[src/rtl/nibble_serial_alu_ctrl_if.sv]
// Host-side bus of the nibble-serial add/subtract sequencer.
//   master : issues start/op_sub/a/b and observes busy/done/result/flags
//   slave  : the sequencer itself
// Signals:
//   start, op_sub, a, b        request and operands (sampled only when idle)
//   busy, done                 status; done is a one-cycle completion pulse
//   result, sf, cf, of, pf, zf result word and PC-style flags
interface nibble_serial_alu_ctrl_if #(
  parameter int NIBBLES = 4
);
  localparam int WIDTH = 4 * NIBBLES;

  logic             start;
  logic             op_sub;
  logic [WIDTH-1:0] a;
  logic [WIDTH-1:0] b;
  logic             busy;
  logic             done;
  logic [WIDTH-1:0] result;
  logic             sf;
  logic             cf;
  logic             of;
  logic             pf;
  logic             zf;

  modport master (
    output start, op_sub, a, b,
    input  busy, done, result, sf, cf, of, pf, zf
  );

  modport slave (
    input  start, op_sub, a, b,
    output busy, done, result, sf, cf, of, pf, zf
  );
endinterface

[src/rtl/nibble_serial_alu_ctrl.sv]
// Nibble-serial add/subtract sequencer. A WIDTH-bit (4*NIBBLES) add or
// subtract is computed by reusing one external 4-bit adder slice for
// NIBBLES cycles, LSB nibble first, with the slice carry-out fed back as
// the next carry-in. Subtraction is A + ~B + 1: B is inverted when latched
// and the first carry-in is op_sub.
// Ports:
//   clk, rst        clock (rising edge), asynchronous active-high reset
//   bus             host interface (slave modport): start/op_sub/a/b in,
//                   busy/done/result/sf/cf/of/pf/zf out
//   slice_a/b/c0    nibble operands and carry-in driven to the adder slice
//   slice_sum/cf/of combinational sum, carry-out and overflow from the slice
module nibble_serial_alu_ctrl #(
  parameter int NIBBLES = 4
) (
  input  logic                            clk,
  input  logic                            rst,
  nibble_serial_alu_ctrl_if.slave         bus,
  output logic [3:0]                      slice_a,
  output logic [3:0]                      slice_b,
  output logic                            slice_c0,
  input  logic [3:0]                      slice_sum,
  input  logic                            slice_cf,
  input  logic                            slice_of
);
  localparam int WIDTH = 4 * NIBBLES;
  localparam int IDX_W = (NIBBLES > 1) ? $clog2(NIBBLES) : 1;
  localparam logic [IDX_W-1:0] LAST = IDX_W'(NIBBLES - 1);

  typedef enum logic [1:0] {IDLE, RUN, DONE} state_t;

  state_t           state;
  logic [IDX_W-1:0] idx;
  logic             carry;
  logic             op_sub_reg;
  logic [WIDTH-1:0] a_reg;
  logic [WIDTH-1:0] b_reg;
  logic [WIDTH-1:0] res_reg;
  logic             sf_reg, cf_reg, of_reg, pf_reg, zf_reg;
  logic             busy_reg, done_reg;

  logic [IDX_W+1:0] shamt;
  logic [WIDTH-1:0] a_sh;
  logic [WIDTH-1:0] b_sh;
  logic [WIDTH-1:0] res_next;

  // Bit offset of the current nibble, plus the result with the slice sum
  // merged in so the last-nibble flags see the complete word.
  always_comb begin
    shamt    = {idx, 2'b00};
    a_sh     = a_reg >> shamt;
    b_sh     = b_reg >> shamt;
    res_next = (res_reg & ~(WIDTH'(4'hF) << shamt)) | (WIDTH'(slice_sum) << shamt);
    slice_a  = 4'h0;
    slice_b  = 4'h0;
    slice_c0 = 1'b0;
    if (state == RUN) begin
      slice_a  = a_sh[3:0];
      slice_b  = b_sh[3:0];
      slice_c0 = carry;
    end
  end

  always_ff @(posedge clk or posedge rst) begin
    if (rst) begin
      state      <= IDLE;
      idx        <= '0;
      carry      <= 1'b0;
      op_sub_reg <= 1'b0;
      a_reg      <= '0;
      b_reg      <= '0;
      res_reg    <= '0;
      sf_reg     <= 1'b0;
      cf_reg     <= 1'b0;
      of_reg     <= 1'b0;
      pf_reg     <= 1'b0;
      zf_reg     <= 1'b0;
      busy_reg   <= 1'b0;
      done_reg   <= 1'b0;
    end else begin
      case (state)
        IDLE: begin
          done_reg <= 1'b0;
          if (bus.start) begin
            a_reg      <= bus.a;
            b_reg      <= bus.op_sub ? ~bus.b : bus.b;
            op_sub_reg <= bus.op_sub;
            idx        <= '0;
            carry      <= bus.op_sub;
            busy_reg   <= 1'b1;
            state      <= RUN;
          end
        end
        RUN: begin
          res_reg <= res_next;
          carry   <= slice_cf;
          if (idx == LAST) begin
            of_reg   <= slice_of;
            // Subtract reports borrow, the inverse of the final carry.
            cf_reg   <= slice_cf ^ op_sub_reg;
            sf_reg   <= res_next[WIDTH-1];
            zf_reg   <= (res_next == '0);
            pf_reg   <= ^res_next;
            idx      <= '0;
            done_reg <= 1'b1;
            state    <= DONE;
          end else begin
            idx <= idx + 1'b1;
          end
        end
        DONE: begin
          done_reg <= 1'b0;
          busy_reg <= 1'b0;
          state    <= IDLE;
        end
        default: begin
          done_reg <= 1'b0;
          busy_reg <= 1'b0;
          state    <= IDLE;
        end
      endcase
    end
  end

  assign bus.busy   = busy_reg;
  assign bus.done   = done_reg;
  assign bus.result = res_reg;
  assign bus.sf     = sf_reg;
  assign bus.cf     = cf_reg;
  assign bus.of     = of_reg;
  assign bus.pf     = pf_reg;
  assign bus.zf     = zf_reg;
endmodule

[src/flat_wrapper.sv]
// flat-port wrapper written by rule: the top's interface ports become plain ports
module nibble_serial_alu_ctrl_flat 
#(
  parameter int NIBBLES = 4
)
  (clk, rst, slice_a, slice_b, slice_c0, slice_sum, slice_cf, slice_of, bus_start, bus_op_sub, bus_a, bus_b, bus_busy, bus_done, bus_result, bus_sf, bus_cf, bus_of, bus_pf, bus_zf);
  nibble_serial_alu_ctrl_if #(.NIBBLES(NIBBLES)) bus_i ();
  input  logic clk;
  input  logic rst;
  output logic [3:0] slice_a;
  output logic [3:0] slice_b;
  output logic slice_c0;
  input  logic [3:0] slice_sum;
  input  logic slice_cf;
  input  logic slice_of;
  input wire logic [$bits(bus_i.start)-1:0] bus_start;
  input wire logic [$bits(bus_i.op_sub)-1:0] bus_op_sub;
  input wire logic [$bits(bus_i.a)-1:0] bus_a;
  input wire logic [$bits(bus_i.b)-1:0] bus_b;
  output wire logic [$bits(bus_i.busy)-1:0] bus_busy;
  output wire logic [$bits(bus_i.done)-1:0] bus_done;
  output wire logic [$bits(bus_i.result)-1:0] bus_result;
  output wire logic [$bits(bus_i.sf)-1:0] bus_sf;
  output wire logic [$bits(bus_i.cf)-1:0] bus_cf;
  output wire logic [$bits(bus_i.of)-1:0] bus_of;
  output wire logic [$bits(bus_i.pf)-1:0] bus_pf;
  output wire logic [$bits(bus_i.zf)-1:0] bus_zf;
  assign bus_i.start = bus_start;
  assign bus_i.op_sub = bus_op_sub;
  assign bus_i.a = bus_a;
  assign bus_i.b = bus_b;
  assign bus_busy = bus_i.busy;
  assign bus_done = bus_i.done;
  assign bus_result = bus_i.result;
  assign bus_sf = bus_i.sf;
  assign bus_cf = bus_i.cf;
  assign bus_of = bus_i.of;
  assign bus_pf = bus_i.pf;
  assign bus_zf = bus_i.zf;
  nibble_serial_alu_ctrl #(.NIBBLES(NIBBLES)) u_core (.clk(clk), .rst(rst), .bus(bus_i), .slice_a(slice_a), .slice_b(slice_b), .slice_c0(slice_c0), .slice_sum(slice_sum), .slice_cf(slice_cf), .slice_of(slice_of));
endmodule
[config.mk]
export PLATFORM = sky130hd
export DESIGN_NAME = nibble_serial_alu_ctrl_flat
export DESIGN_NICKNAME = d
export VERILOG_FILES = /design/src/rtl/nibble_serial_alu_ctrl_if.sv /design/src/rtl/nibble_serial_alu_ctrl.sv /design/src/flat_wrapper.sv
export SDC_FILE = /design/constraint.sdc
export NUM_CORES = 1
export LEC_CHECK = 0
export BUFFER_PORTS_ARGS = -buffer_cell sky130_fd_sc_hd__buf_2
export CAP_MARGIN = 15
export CORE_MARGIN = 5
export CORE_UTILIZATION = 58
export DETAILED_ROUTE_END_ITERATION = 7
export GPL_ROUTABILITY_DRIVEN = 0
export PLACE_DENSITY = 0.85
export RECOVER_POWER = 25
export SLEW_MARGIN = 20
export SYNTH_ARGS = -nofsm -noshare
export SYNTH_HDL_FRONTEND = slang
export SYNTH_SLANG_ARGS = --single-unit
[constraint.sdc]
create_clock -name clk -period 3.72 [get_ports clk]
set_input_delay 0.558 -clock clk [delete_from_list [all_inputs] [get_ports clk]]
set_output_delay 0.558 -clock clk [all_outputs]
set_load 0.01 [all_outputs]
==> impl_metrics.yaml <==
run_status:
  status: "finished clean"
critical_path:
  critical_path.cell_chain: "inv_1 -> ha_1 -> nor2b_1 -> a21oi_1 -> ha_1 -> xnor2_1 -> xnor2_1 -> xnor2_1 -> o21ai_0"
  crit_type: "reg -> reg"
  crit_required_ns: 3.92
  ff2ff_setup_slack_ns: 0.98
  critPathArrivalTime_ns: 2.95
  cp-startpoint: "u_core.idx[0]$_DFFE_PP0P_"
  crit_end: "u_core.bus.pf$_DFFE_PP0P_"
  reg2reg_depth: 9
  reg2reg_from: "u_core.idx[0]$_DFFE_PP0P_"
  path_common_cell: "xnor2_1"
  slowest_delay_ns: 0.79
  cp_slowest_cell: "dfrtp_1"
  setup.worst_path.start_class: "flip-flop"
  critPathCaptureType: "flip-flop"
  path_max_fanout: 15
  r2r_end: "u_core.bus.pf$_DFFE_PP0P_"
global_route:
  grt_overflow: 0
  grt_pass1_wl_um: 11950
  antenna_found_initial: 0
  grt_pass1_vias: 2540
  grt.total_usage_pct: 21.35
  grt_start_max_net_pins: 51
timing:
  period_minus_slack_ns: 2.741
  rsz0062_at_grt: "false"
  skew_ns: 0.008064
  hold_viol: 0
  fin_setup_tns_ns: 0
  post-route-period-util_pct: 73.68
  max_freq_ghz: 0.3648
  timing.final.ws_setup_ns: 0.9791
  finalMaxSlewViolations: 0
  worst_slew_pin_slew_ns: 1.361
  relSlewSlack_pct: 9.274
  setup_viol: 0
floorplan:
  io_pins: 74
  die-area_um2: 6925
  rows: 26
  start_util_pct: 60.11
  die_x_um: 83.22
  core_um2: 5172
  die_height_um: 83.22
detailed_routing:
  via_count: 2482
  firstDrtPassIters: 4
  wire_per_inst_um: 15.61
  wirelength_um: 6964
  drt_drc_violations_left: 0
  antenna_left: 0
  via_per_inst: 5.565
  drt_iter0_drc: 179
place:
  place_area_um2: 3497
  pre_cts_ws_ns: 1.072
  placed_cells: 430
  port_buffers: 73
  hpwl_um: 4728
synth:
  ys_seq_area_share_pct: 49.09
  synth_cells: 303
  synth_cell_types: 28
  syn_area_um2: 3109
  syn_nets: 357
  avgSynthCellArea_um2: 10.26
  yosysWarnings: 0
  synth-seq-cells: 61
clock_tree:
  cts.sinks: 61
  tritoncts: "done"
  clk_pin_slew_ns: 0.07
  post_cts_buffers: 0
  cts_hold_buf: 0
  cts-buffers-inserted: 9
  clock_latency_ns: 0.35
  cts-root-buf: "clkbuf_8"
  cts_buffer_depth: 2
  cts_resized: 0
  cts_max_level: 3
layout:
  area_delta_synth_final_pct: 20.20
  final_cell_mix: "buf_2 (73), nand2_1 (63), dfrtp_1 (61)"
  multi_input_area_um2: 1473
  final_area_um2: 3737
  fin_cells: 446
  nets: 425
  layout.area.seq_um2: 1526
  layout-drive-gt1-share_pct: 26.60
  antennaDiodeCount: 0
  n_fill_cell: 402
  final_common_cell: "buf_2"
power_and_ir_drop:
  power_density_nw_per_um2: 1014
  ir_drop_v: 0.0005361
  leakage_nw: 1.787
worst_hold_path:
  holdCritPathClass: "in -> reg"
job:
  cap_violations: 0
[how the worst min path moves through the flow]
stage                                       startpoint  slack [ns]                            to  cells past startpoint
final                                        bus_a[14]        0.40  u_core.a_reg[14]$_DFFE_PP0P_                      3
after global routing                          bus_a[1]        0.41   u_core.a_reg[1]$_DFFE_PP0P_                      3
after CTS                                          rst        0.36  u_core.b_reg[15]$_DFFE_PP0P_                      2
after detailed placement   u_core.a_reg[7]$_DFFE_PP0P_        0.46   u_core.a_reg[7]$_DFFE_PP0P_                      2
after global placement    u_core.a_reg[15]$_DFFE_PP0P_        0.45  u_core.a_reg[15]$_DFFE_PP0P_                      2
after floorplan            u_core.a_reg[7]$_DFFE_PP0P_        0.44   u_core.a_reg[7]$_DFFE_PP0P_                      2
[cell usage after synthesis]
master / instances / area, µm²
mux4_1: 3 / 78.83
buf_1: 3 / 11.26
nor2b_1: 12 / 75.07
nor3b_2: 1 / 12.51
o21ai_0: 5 / 25.02
a22oi_1: 4 / 30.03
dfrtp_1: 61 / 1526
mux2_2: 1 / 11.26
xnor2_1: 24 / 210.2
nand3_1: 3 / 15.01
mux4_2: 5 / 112.6
nand2b_1: 1 / 6.260
inv_1: 6 / 22.52
o31ai_1: 3 / 22.52
ha_1: 12 / 150.1
nand4_1: 2 / 12.51
and2b_1: 1 / 7.510
and2_1: 9 / 56.30
a21oi_1: 29 / 145.1
buf_6: 1 / 11.26
buf_4: 1 / 7.510
nand2_1: 63 / 236.5
buf_2: 9 / 45.04
nor2_4: 2 / 22.52
nand3b_1: 1 / 7.510
a32o_1: 15 / 150.1
clkbuf_1: 5 / 18.77
nor2_1: 21 / 78.83
[routing by layer]
| layer | GRT usage, % | routed length (µm) | vias up |
|---|---|---|---|
| met4 | 8.915 | 109 | 0 |
| li1 | - | - | 1171 |
| met5 | 0 | 0 | - |
| met3 | 4.356 | 484 | 16 |
| met2 | 34.99 | 3414 | 92 |
| met1 | 27.58 | 2957 | 1203 |
[worst max-delay path, delay by kind of cell (launching register included)]
kind	cells	cell delay, ns
AO/OA/AOI/OAI	2	0.16
buffers and inverters	1	0.31
XOR/XNOR	3	0.53
flip-flops	1	0.79
AND/OR/NAND/NOR	1	0.14
adder cells (fa/ha/maj)	2	0.67
[through the flow]
step / power [mW] / hold slack (ns) / util (%)
floorplan: 2.562 / 0.4373 / -
global placement: 2.960 / 0.4504 / 67.61
detailed placement: 3.045 / 0.4561 / 67.61
CTS: 3.804 / 0.3560 / 72.33
global route: 4.073 / 0.4090 / 72.25
finish: 3.789 / 0.3989 / 72.25
[cell type report]
cell class | count | area share [%]
multi-input combinational | 217 | 39.40
sequential | 61 | 40.84
clock inverter | 3 | 1.741
tap | 70 | 2.343
timing repair buffer | 76 | 10.28
clock buffer | 13 | 4.787
inverter | 6 | 0.6026
[kinds of logic after synthesis]
| family | synth area share (%) |
|---|---|
| AND/OR/NAND/NOR | 17.06 |
| flip-flops | 49.09 |
| AO/OA/AOI/OAI | 11.99 |
| buffers and inverters | 3.742 |
| XOR/XNOR | 6.761 |
| adder cells (fa/ha/maj) | 4.829 |
| multiplexers | 6.519 |
[power by group]
group / total, mW / internal [mW] / switching [mW]
logic: 1.85 / 0.896 / 0.959
registers: 1.23 / 0.978 / 0.249
clock network: 0.707 / 0.449 / 0.258
Note: power is estimated with default switching activity, not from simulation.
